## src/rtl/div_pkg.sv

```systemverilog
// -----------------------------------------------------------------------------
// div_pkg
// Shared types and constants for the sequential restoring divider.
//   state_t        : FSM encoding (IDLE / CALC / DONE)
//   DEF_DIVIDEND_W : default dividend / quotient width
//   DEF_DIVISOR_W  : default divisor / remainder width
//   cnt_width()    : width of the iteration counter for a given dividend width
//   DBZ_QUOT_BIT   : fill bit of the divide-by-zero quotient (all ones)
// -----------------------------------------------------------------------------
package div_pkg;

  localparam int DEF_DIVIDEND_W = 16;
  localparam int DEF_DIVISOR_W  = 8;

  // Divide-by-zero quotient is this bit replicated across the quotient.
  localparam logic DBZ_QUOT_BIT = 1'b1;

  typedef enum logic [1:0] {
    IDLE = 2'd0,
    CALC = 2'd1,
    DONE = 2'd2
  } state_t;

  // Counter runs 0..w-1, so $clog2(w) bits are enough.
  function automatic int cnt_width(input int w);
    return (w > 1) ? $clog2(w) : 1;
  endfunction

endpackage

```

## src/rtl/div_step.sv

```systemverilog
// -----------------------------------------------------------------------------
// div_step
// One combinational restoring-division step.
// Ports:
//   i_prem    [DIVISOR_W-1:0] partial remainder entering the step (< divisor)
//   i_bit                     next dividend bit (MSB first)
//   i_divisor [DIVISOR_W-1:0] divisor
//   o_prem    [DIVISOR_W-1:0] partial remainder leaving the step
//   o_qbit                    quotient bit produced by this step
// -----------------------------------------------------------------------------
module div_step #(
  parameter int DIVISOR_W = 8
) (
  input  logic [DIVISOR_W-1:0] i_prem,
  input  logic                 i_bit,
  input  logic [DIVISOR_W-1:0] i_divisor,
  output logic [DIVISOR_W-1:0] o_prem,
  output logic                 o_qbit
);

  logic [DIVISOR_W:0]   w_shift;
  logic [DIVISOR_W-1:0] w_diff;

  // Incoming remainder is below the divisor, so the shifted value needs
  // exactly one extra bit.
  assign w_shift = {i_prem, i_bit};
  assign o_qbit  = (w_shift >= {1'b0, i_divisor});

  // When subtraction happens the true difference is below the divisor, so the
  // carry-out bit is always zero and a DIVISOR_W-bit subtract is exact.
  assign w_diff  = w_shift[DIVISOR_W-1:0] - i_divisor;
  assign o_prem  = o_qbit ? w_diff : w_shift[DIVISOR_W-1:0];

endmodule

```

## src/rtl/div_16x8_seq.sv

```systemverilog
// -----------------------------------------------------------------------------
// div_16x8_seq
// Sequential radix-2 restoring divider, one quotient bit per clock, with
// valid/ready handshakes on operands and result.
// Ports:
//   clk, rst                   clock (rising edge), async active-high reset
//   in_valid / in_ready        operand handshake (accepted only in IDLE)
//   DIVIDEND [DIVIDEND_W-1:0]  unsigned dividend
//   DIVISOR  [DIVISOR_W-1:0]   unsigned divisor
//   out_valid / out_ready      result handshake (result held under backpressure)
//   QUOT     [DIVIDEND_W-1:0]  quotient (all ones on divide by zero)
//   REM      [DIVISOR_W-1:0]   remainder (low dividend bits on divide by zero)
//   DIV_BY_ZERO                result came from a zero divisor
//   CHECK_ERR                  only with DIV_SELFCHECK_EN: result fails the
//                              QUOT*DIVISOR+REM == DIVIDEND / REM < DIVISOR test
// Optional feature macro: DIV_SELFCHECK_EN
// -----------------------------------------------------------------------------
module div_16x8_seq
  import div_pkg::*;
#(
  parameter int DIVIDEND_W = DEF_DIVIDEND_W,
  parameter int DIVISOR_W  = DEF_DIVISOR_W
) (
  input  logic                  clk,
  input  logic                  rst,
  input  logic                  in_valid,
  output logic                  in_ready,
  input  logic [DIVIDEND_W-1:0] DIVIDEND,
  input  logic [DIVISOR_W-1:0]  DIVISOR,
  output logic                  out_valid,
  input  logic                  out_ready,
  output logic [DIVIDEND_W-1:0] QUOT,
  output logic [DIVISOR_W-1:0]  REM,
`ifdef DIV_SELFCHECK_EN
  output logic                  CHECK_ERR,
`endif
  output logic                  DIV_BY_ZERO
);

  localparam int CNT_W = cnt_width(DIVIDEND_W);
  localparam logic [CNT_W-1:0] CNT_LAST = CNT_W'(DIVIDEND_W - 1);

  state_t                r_state;
  state_t                w_state_next;
  logic [CNT_W-1:0]      r_cnt;
  logic [DIVIDEND_W-1:0] r_work;     // dividend shifts out the top, quotient in the bottom
  logic [DIVISOR_W-1:0]  r_prem;
  logic [DIVISOR_W-1:0]  r_divisor;
  logic [DIVIDEND_W-1:0] r_quot;
  logic [DIVISOR_W-1:0]  r_rem;
  logic                  r_dbz;

  logic [DIVISOR_W-1:0]  w_prem_next;
  logic                  w_qbit;
  logic                  w_last;
  logic                  w_div_zero;

  div_step #(.DIVISOR_W(DIVISOR_W)) u_step (
    .i_prem    (r_prem),
    .i_bit     (r_work[DIVIDEND_W-1]),
    .i_divisor (r_divisor),
    .o_prem    (w_prem_next),
    .o_qbit    (w_qbit)
  );

  assign w_last     = (r_cnt == CNT_LAST);
  assign w_div_zero = (DIVISOR == '0);

  // ---------------------------------------------------------------------------
  // FSM state register
  // ---------------------------------------------------------------------------
  // NOTE: clocked state uses non-blocking assignments so every register
  // samples pre-edge values, independent of block ordering.
  always_ff @(posedge clk or posedge rst) begin
    if (rst) r_state <= IDLE;
    else     r_state <= w_state_next;
  end

  // ---------------------------------------------------------------------------
  // FSM next-state logic
  // ---------------------------------------------------------------------------
  // NOTE: the default assignment first keeps every path driven, so no latch
  // is inferred when a case branch leaves the signal untouched.
  always_comb begin
    w_state_next = r_state;
    unique case (r_state)
      IDLE: if (in_valid) w_state_next = w_div_zero ? DONE : CALC;
      CALC: if (w_last)   w_state_next = DONE;
      DONE: if (out_ready) w_state_next = IDLE;
      default:            w_state_next = IDLE;
    endcase
  end

  // ---------------------------------------------------------------------------
  // Datapath and result registers
  // ---------------------------------------------------------------------------
  always_ff @(posedge clk or posedge rst) begin
    if (rst) begin
      r_cnt     <= '0;
      r_work    <= '0;
      r_prem    <= '0;
      r_divisor <= '0;
      r_quot    <= '0;
      r_rem     <= '0;
      r_dbz     <= 1'b0;
    end else begin
      unique case (r_state)
        IDLE: begin
          if (in_valid) begin
            r_work    <= DIVIDEND;
            r_prem    <= '0;
            r_divisor <= DIVISOR;
            r_cnt     <= '0;
            r_dbz     <= w_div_zero;
            // A zero divisor skips CALC, so the result is produced right here.
            if (w_div_zero) begin
              r_quot <= {DIVIDEND_W{DBZ_QUOT_BIT}};
              r_rem  <= DIVIDEND[DIVISOR_W-1:0];
            end
          end
        end
        CALC: begin
          r_work <= {r_work[DIVIDEND_W-2:0], w_qbit};
          r_prem <= w_prem_next;
          if (w_last) begin
            r_cnt  <= '0;
            r_quot <= {r_work[DIVIDEND_W-2:0], w_qbit};
            r_rem  <= w_prem_next;
          end else begin
            r_cnt  <= r_cnt + CNT_W'(1);
          end
        end
        default: ;  // DONE: result registers hold under backpressure
      endcase
    end
  end

  assign in_ready    = (r_state == IDLE);
  assign out_valid   = (r_state == DONE);
  assign QUOT        = r_quot;
  assign REM         = r_rem;
  assign DIV_BY_ZERO = r_dbz;

`ifdef DIV_SELFCHECK_EN
  // ---------------------------------------------------------------------------
  // Result self-check: exact reconstruction of the dividend from the result.
  // ---------------------------------------------------------------------------
  localparam int PW = DIVIDEND_W + DIVISOR_W;

  logic [DIVIDEND_W-1:0] r_dividend;
  logic [PW-1:0]         w_recon;

  // r_work is consumed by the shift, so the original dividend is kept aside.
  always_ff @(posedge clk or posedge rst) begin
    if (rst)                              r_dividend <= '0;
    else if (r_state == IDLE && in_valid) r_dividend <= DIVIDEND;
  end

  assign w_recon   = PW'(r_quot) * PW'(r_divisor) + PW'(r_rem);
  assign CHECK_ERR = out_valid && !r_dbz &&
                     ((w_recon != PW'(r_dividend)) || (r_rem >= r_divisor));
`endif

endmodule

```

## config.mk

```make
export PLATFORM = sky130hd
export DESIGN_NAME = div_16x8_seq
export DESIGN_NICKNAME = d
export VERILOG_FILES = /design/src/rtl/div_pkg.sv /design/src/rtl/div_step.sv /design/src/rtl/div_16x8_seq.sv
export SDC_FILE = /design/constraint.sdc
export NUM_CORES = 1
export LEC_CHECK = 0
export ABC_AREA = 1
export CAP_MARGIN = 20
export CORE_MARGIN = 2
export CORE_UTILIZATION = 45
export DETAILED_ROUTE_END_ITERATION = 7
export PLACE_DENSITY = 0.77
export RECOVER_POWER = 25
export SLEW_MARGIN = 10
export SYNTH_ARGS = -nofsm -noshare
export SYNTH_HDL_FRONTEND = slang
export SYNTH_SLANG_ARGS = --single-unit
```

## constraint.sdc

```tcl
create_clock -name clk -period 2.55 [get_ports clk]
set_clock_uncertainty 0.2 [all_clocks]
set_input_delay 0.3825 -clock clk [delete_from_list [all_inputs] [get_ports clk]]
set_output_delay 0.3825 -clock clk [all_outputs]
set_load 0.05 [all_outputs]
```

==> impl_metrics.py <==
metrics = {
    "floorplanning": {
        "die_y_um": 89.6,
        "rows": 31,
        "die_area_um2": 8020,
        "initial_core_util": 0.459,
        "core_area_um2": 7180,
        "dieWidth_um": 89.6,
        "ios": 55,
    },
    "final_layout": {
        "num-fill-cells": 645,
        "diodes": 0,
        "drive_above_1_share": 0.0793,
        "area_growth_pct": 25.9,
        "num-nets-final": 513,
    },
    "timing": {
        "finalCritPeriodShare": 0.932,
        "tns_ns": 0,
        "tightestPinTransition_ns": 0.889,
        "rsz0062_at_grt": "false",
        "hold_viol": 0,
        "maxSlewViolCount": 0,
        "slew_headroom": 0.407,
        "setup_viol": 0,
        "max_freq_ghz": 0.421,
        "fin_crit_ns": 2.38,
    },
    "worst_setup_path": {
        "critical_path_required_ns": 1.97,
        "crit_path_end_kind": "output port",
        "worstSetupPathType": "flop to output port",
        "cp-start-kind": "flop",
        "crit_path_max_incr_delay_ns": 0.79,
        "worstPathArrival_ns": 1.79,
        "worstPathMaxFanout": 3,
        "path_cells": "inv_2 -> nand2_4 -> inv_1 -> clkdlybuf4s50_1",
        "crit_path_top_delay_cell": "clkdlybuf4s50_1",
    },
    "cts": {
        "clock_path_buffers": 2,
        "clk_pin_slew_ns": 0.07,
        "root_buffer": "clkbuf_8",
        "htreeDepth": 3,
        "cts.sinks": 63,
        "ctsResizeCount": 0,
        "post-cts-setup-buffer-count": 0,
        "numCtsBuffers": 9,
        "hold_buffers": 0,
        "cts_tree": "done",
        "clk_latency_ns": 0.33,
    },
    "route": {
        "drtIter0Drc": 193,
        "via_per_inst": 5.10,
        "drt_pass1_iterations": 4,
        "via_count": 2950,
        "routed_wl_um": 7930,
        "drc_errors": 0,
        "ant_nets": 0,
        "wl_per_cell_um": 13.7,
    },
    "logic_synthesis": {
        "ys_ff_latch": 63,
        "avgSynthCellArea_um2": 7.90,
        "synth_edf_count": 0,
        "yosysMostFrequentCell": "nand2_1",
        "synth_area_leaders": "dfrtp_1 (48%), nand2_1 (12%), inv_1 (6.0%), nand3_1 (5.6%), nor2_1 (5.6%)",
        "synth_largest_area_cell": "dfrtp_1",
        "synthCells": 417,
        "async_flop_share": 1.00,
        "ys.warnings.count": 0,
        "yosys-top-cells-count": "nand2_1 (101), dfrtp_1 (63), inv_1 (53), nor2_1 (49), nand3_1 (37)",
        "seq_area_frac_synth": 0.479,
        "yosys.area.top_type_share": 0.479,
        "synth_nets": 455,
        "synthDistinctLibCells": 28,
        "netlist_area_um2": 3290,
        "synth_ff_type": "dfrtp_1",
    },
    "grt": {
        "grt_use_met2": 0.345,
        "grt_pass1_wl_um": 13100,
        "first_global_vias": 2880,
        "grt_busiest_layer": "met2",
        "gr-total-overflow": 0,
        "grt_use_total": 0.214,
        "grt_start_max_net_pins": 30,
        "grt_util_met3": 0.0351,
        "antenna_found_initial": 0,
        "grt_use_met1": 0.288,
    },
    "power": {
        "clockPowerShare": 0.152,
        "total_power_mw": 6.33,
        "p_leak_nw": 2.04,
        "power.density_cell_area_nw_per_um2": 1530,
        "combPwrFrac": 0.578,
        "p_sw_frac": 0.488,
        "switchingPower_mw": 3.09,
        "pwr-share-seq": 0.270,
        "ir_drop_mv": 1.18,
        "p_int_mw": 3.24,
    },
    "hold_path": {
        "min_path_type": "flop to flop",
    },
    "outcome": {
        "status": "finished, final reports clean",
    },
    "place": {
        "portBuffers": 54,
        "dp_hpwl_um": 5760,
        "gp_congestion": 0.889,
    },
    "job": {
        "max_cap_viol_count": 0,
    },
}
-- final cells by class --
type | instances | area, um2 | area share
Sequential cell | 63 | 1580 | 0.380
Multi-Input combinational cell | 284 | 1430 | 0.344
Clock inverter | 5 | 82.6 | 0.0199
Clock buffer | 10 | 138 | 0.0332
Tap cell | 99 | 124 | 0.0299
Inverter | 57 | 216 | 0.0522
Timing Repair Buffer | 60 | 583 | 0.141
-- through the flow --
stage	hold WS [ns]	utilization	setup WS, ns	area (um2)	instances
final	0.285	0.578	0.175	4150	578
after global routing	0.309	0.578	0.121	4150	578
after CTS	0.233	0.580	0.167	4160	578
after detailed placement	0.268	0.550	0.239	3940	563
after global placement	0.266	0.550	0.287	3940	563
after floorplan	0.248	-	0.398	3290	417
-- cell usage in the layout, fill, tap and decap left out, drive strengths merged, types with 2 or more instances in the layout --
master	n
nand2	103
dfrtp	63
inv	57
clkdlybuf4s50	53
nor2	52
nand3	37
o21ai	33
a21oi	13
nand4	11
clkbuf	11
ha	9
or2	9
o31ai	8
buf	5
clkinvlp	3
xnor2	2
xor2	2
bufinv	2
-- per-layer routing --
layer / part of all wire / up-vias
li1: - / 1454
met1: 0.46 / 1391
met2: 0.47 / 88
met3: 0.050 / 17
met4: 0.021 / 0
met5: 0 / -
-- power by group through the flow --
stage / combinational, mW / clock (mW) / sequential [mW]
2_1_floorplan: 2.23 / 0 / 2.14
3_3_place_gp: 3.53 / 0 / 1.71
3_5_place_dp: 3.64 / 0 / 1.71
4_1_cts: 3.66 / 0.978 / 1.70
5_1_grt: 4.07 / 1.02 / 1.75
6_report: 3.66 / 0.966 / 1.71
-- registers in the layout, indices dropped and copies added, names as in the netlist --
register and count:
REM 8, r_state 2, r_work 16, r_prem 8
QUOT 16, r_cnt 4, DIV_BY_ZERO 1, r_divisor 8
-- kinds of logic after synthesis --
kind of cell / after synthesis / synth area share
and+or+nand+nor: 213 / 0.286
DFF: 63 / 0.479
adders and majority gates: 10 / 0.0403
AOI/OAI and AO/OA: 57 / 0.0965
buffers and inverters: 70 / 0.0877
xor gates and xnor gates: 4 / 0.0106
-- path summary, 6_finish.rpt --
check / slack, ns / start / depth (start not counted) / end
worst max-delay path: 0.17 / r_state[1]$_DFFE_PP0P_ / 4 / in_ready
worst min-delay path: 0.28 / r_work[7]$_DFFE_PP0P_ / 2 / r_work[7]$_DFFE_PP0P_
worst max register to register: 0.27 / r_prem[2]$_DFFE_PP0P_ / 10 / REM[2]$_DFFE_PP0P_
worst min register to register: 0.28 / r_work[7]$_DFFE_PP0P_ / 2 / r_work[7]$_DFFE_PP0P_
max in group asynchronous: 0.49 / rst / 3 / r_cnt[1]$_DFFE_PP0P_
min in group asynchronous: 0.49 / rst / 2 / r_work[8]$_DFFE_PP0P_
-- worst max-delay path, delay by kind of cell (launching register included) --
family / cells / cell delay [ns]
and+or+nand+nor: 1 / 0.08
buffers and inverters: 3 / 0.96
DFF: 1 / 0.42
(Power assumes the default switching activity.)
==> RTL change (same flow settings) <==
Set the package constant `DEF_DIVIDEND_W` to 32 (it was 16).
--- a/src/rtl/div_pkg.sv
+++ b/src/rtl/div_pkg.sv
@@ -11,3 +11,3 @@
 
-  localparam int DEF_DIVIDEND_W = 16;
+  localparam int DEF_DIVIDEND_W = 32;
   localparam int DEF_DIVISOR_W  = 8;
Interface: changed (resized DIVIDEND and QUOT); port bits go from 55 to 87. No check against the original RTL was run, so the function may have changed too.
==> RTL change against the original RTL <==
- global-route usage shrank 1.9 points
- total power up 37%
- area after synthesis rose by 42%
- sequential cell count is 33 higher
- worst setup slack gained 9.2 ps
- wire length grew 34%
- critical path depth fell by 1
- utilization down 0.65 points
- sequential share of layout area is 3.3 points higher
- design area rose by 40%
- die area up 40%
- critical path type unchanged
==> RTL change: results (changes against the original RTL) <==
\begin{tabular}{lr}
\hline
Metric & Value \\
\hline
\multicolumn{2}{l}{\textbf{Route}} \\
Detailed-routing wirelength on met1 & 4720 um (+28\%) \\
Initial detailed-routing violation count & 280 (+45\%) \\
Metal2 WL & 5040 um (+37\%) \\
Overall via count from detail\_route & 3,983 (+35\%) \\
Number of detailed-route iterations in the first pass & 5 (+1) \\
Detail Route met3 WL & 640 um (+62\%) \\
\multicolumn{2}{l}{\textbf{Finish}} \\
Number of inserted filler cells in the final layout & 922 (+43\%) \\
Nets & 670 (+31\%) \\
Non-filler instance count after layout & 756 (+31\%) \\
Post-layout instance area & 5820 um2 (+40\%) \\
\multicolumn{2}{l}{\textbf{Place}} \\
Final HPWL from detailed placement & 7360 um (+28\%) \\
Number of cells in the design after placement & 740 (+31\%) \\
Count of buffers inserted at the top-level ports & 86 (+59\%) \\
DP Worst Slack & 215 ps (-23.9 ps) \\
Cell area after placement & 5640 um2 (+43\%) \\
\multicolumn{2}{l}{\textbf{Logic synthesis}} \\
Top post-synthesis cells by count & 96 x dfrtp\_1, 83 x inv\_1, 77 x nand2\_1 \\
Avg Cell Area, Syn & 8.66 um2 (+9.6\%) \\
Synth unique cells & 33 (+18\%) \\
\multicolumn{2}{l}{\textbf{Power and ir drop}} \\
Max IR drop VDD & 885 uV (-25\%) \\
Combinational gate power & 5.15 mW (+41\%) \\
Combinational share of power & 59.3\% (+1.5 points) \\
Leak Pwr & 2.72 nW (+33\%) \\
\multicolumn{2}{l}{\textbf{Timing}} \\
Slew @ Worst Pin & 1250 ps (+364 ps) \\
Final Critical Period & 2370 ps (-9.17 ps) \\
\multicolumn{2}{l}{\textbf{Global route}} \\
GR Layer Usage met1 & 26.5\% (-2.3 points) \\
Maximum number of pins on one net before global-route repair & 97 (+220\%) \\
Aggregate global-route resource usage & 19.5\% (-1.9 points) \\
\multicolumn{2}{l}{\textbf{Run status}} \\
Outcome & complete, no violations \\
\multicolumn{2}{l}{\textbf{Clocking}} \\
Clock latency on the worst-skew pair & 360 ps (+30 ps) \\
\multicolumn{2}{l}{\textbf{Setup path}} \\
Critical path's largest stage delay & 810 ps (+20 ps) \\
\hline
\end{tabular}
RTL change: cell count changes after synthesis, moves of 21 or more:
cell,delta
dfrtp_1,+33
a221oi_1,+22
nor3_1,+24
a31oi_1,+30
o21ai_1,+21
o21ai_0,-23
nand2_1,-24
inv_1,+30
RTL change: worst max-delay path, delay by kind of cell, from the launching register on:
kind	cells	cell delay, ps
simple gates	1	100
buf+inv	2	890
flops	1	440
RTL change: cells by family after synthesis:
kind of cell | after synthesis | synth area share (%)
simple gates | 215 | 21.1
buf+inv | 119 | 10.6
compound gates | 96 | 13.2
flops | 96 | 51.4
fa+ha+maj | 11 | 3.10
xor+xnor | 3 | 0.562
RTL change: final cells by class:
| cell class | instances | area share, % |
|---|---|---|
| Clock inverter | 6 | 1.14 |
| Sequential cell | 96 | 41.3 |
| Inverter | 90 | 5.87 |
| Clock buffer | 10 | 2.19 |
| Multi-Input combinational cell | 325 | 30.5 |
| Timing Repair Buffer | 93 | 16.1 |
| Tap cell | 136 | 2.92 |
RTL change: worst paths after layout:
check | from | endpoint | slack, ps | depth (start not counted)
worst max-delay path | r_state[1]$_DFFE_PP0P_ | out_valid | 180 | 3
worst min-delay path | r_divisor[2]$_DFFE_PP0P_ | r_divisor[2]$_DFFE_PP0P_ | 300 | 2
worst max register to register | r_prem[2]$_DFFE_PP0P_ | REM[1]$_DFFE_PP0P_ | 260 | 11
worst min register to register | r_divisor[2]$_DFFE_PP0P_ | r_divisor[2]$_DFFE_PP0P_ | 300 | 2
max in group asynchronous | rst | QUOT[11]$_DFFE_PP0P_ | 600 | 3
min in group asynchronous | rst | QUOT[16]$_DFFE_PP0P_ | 760 | 3
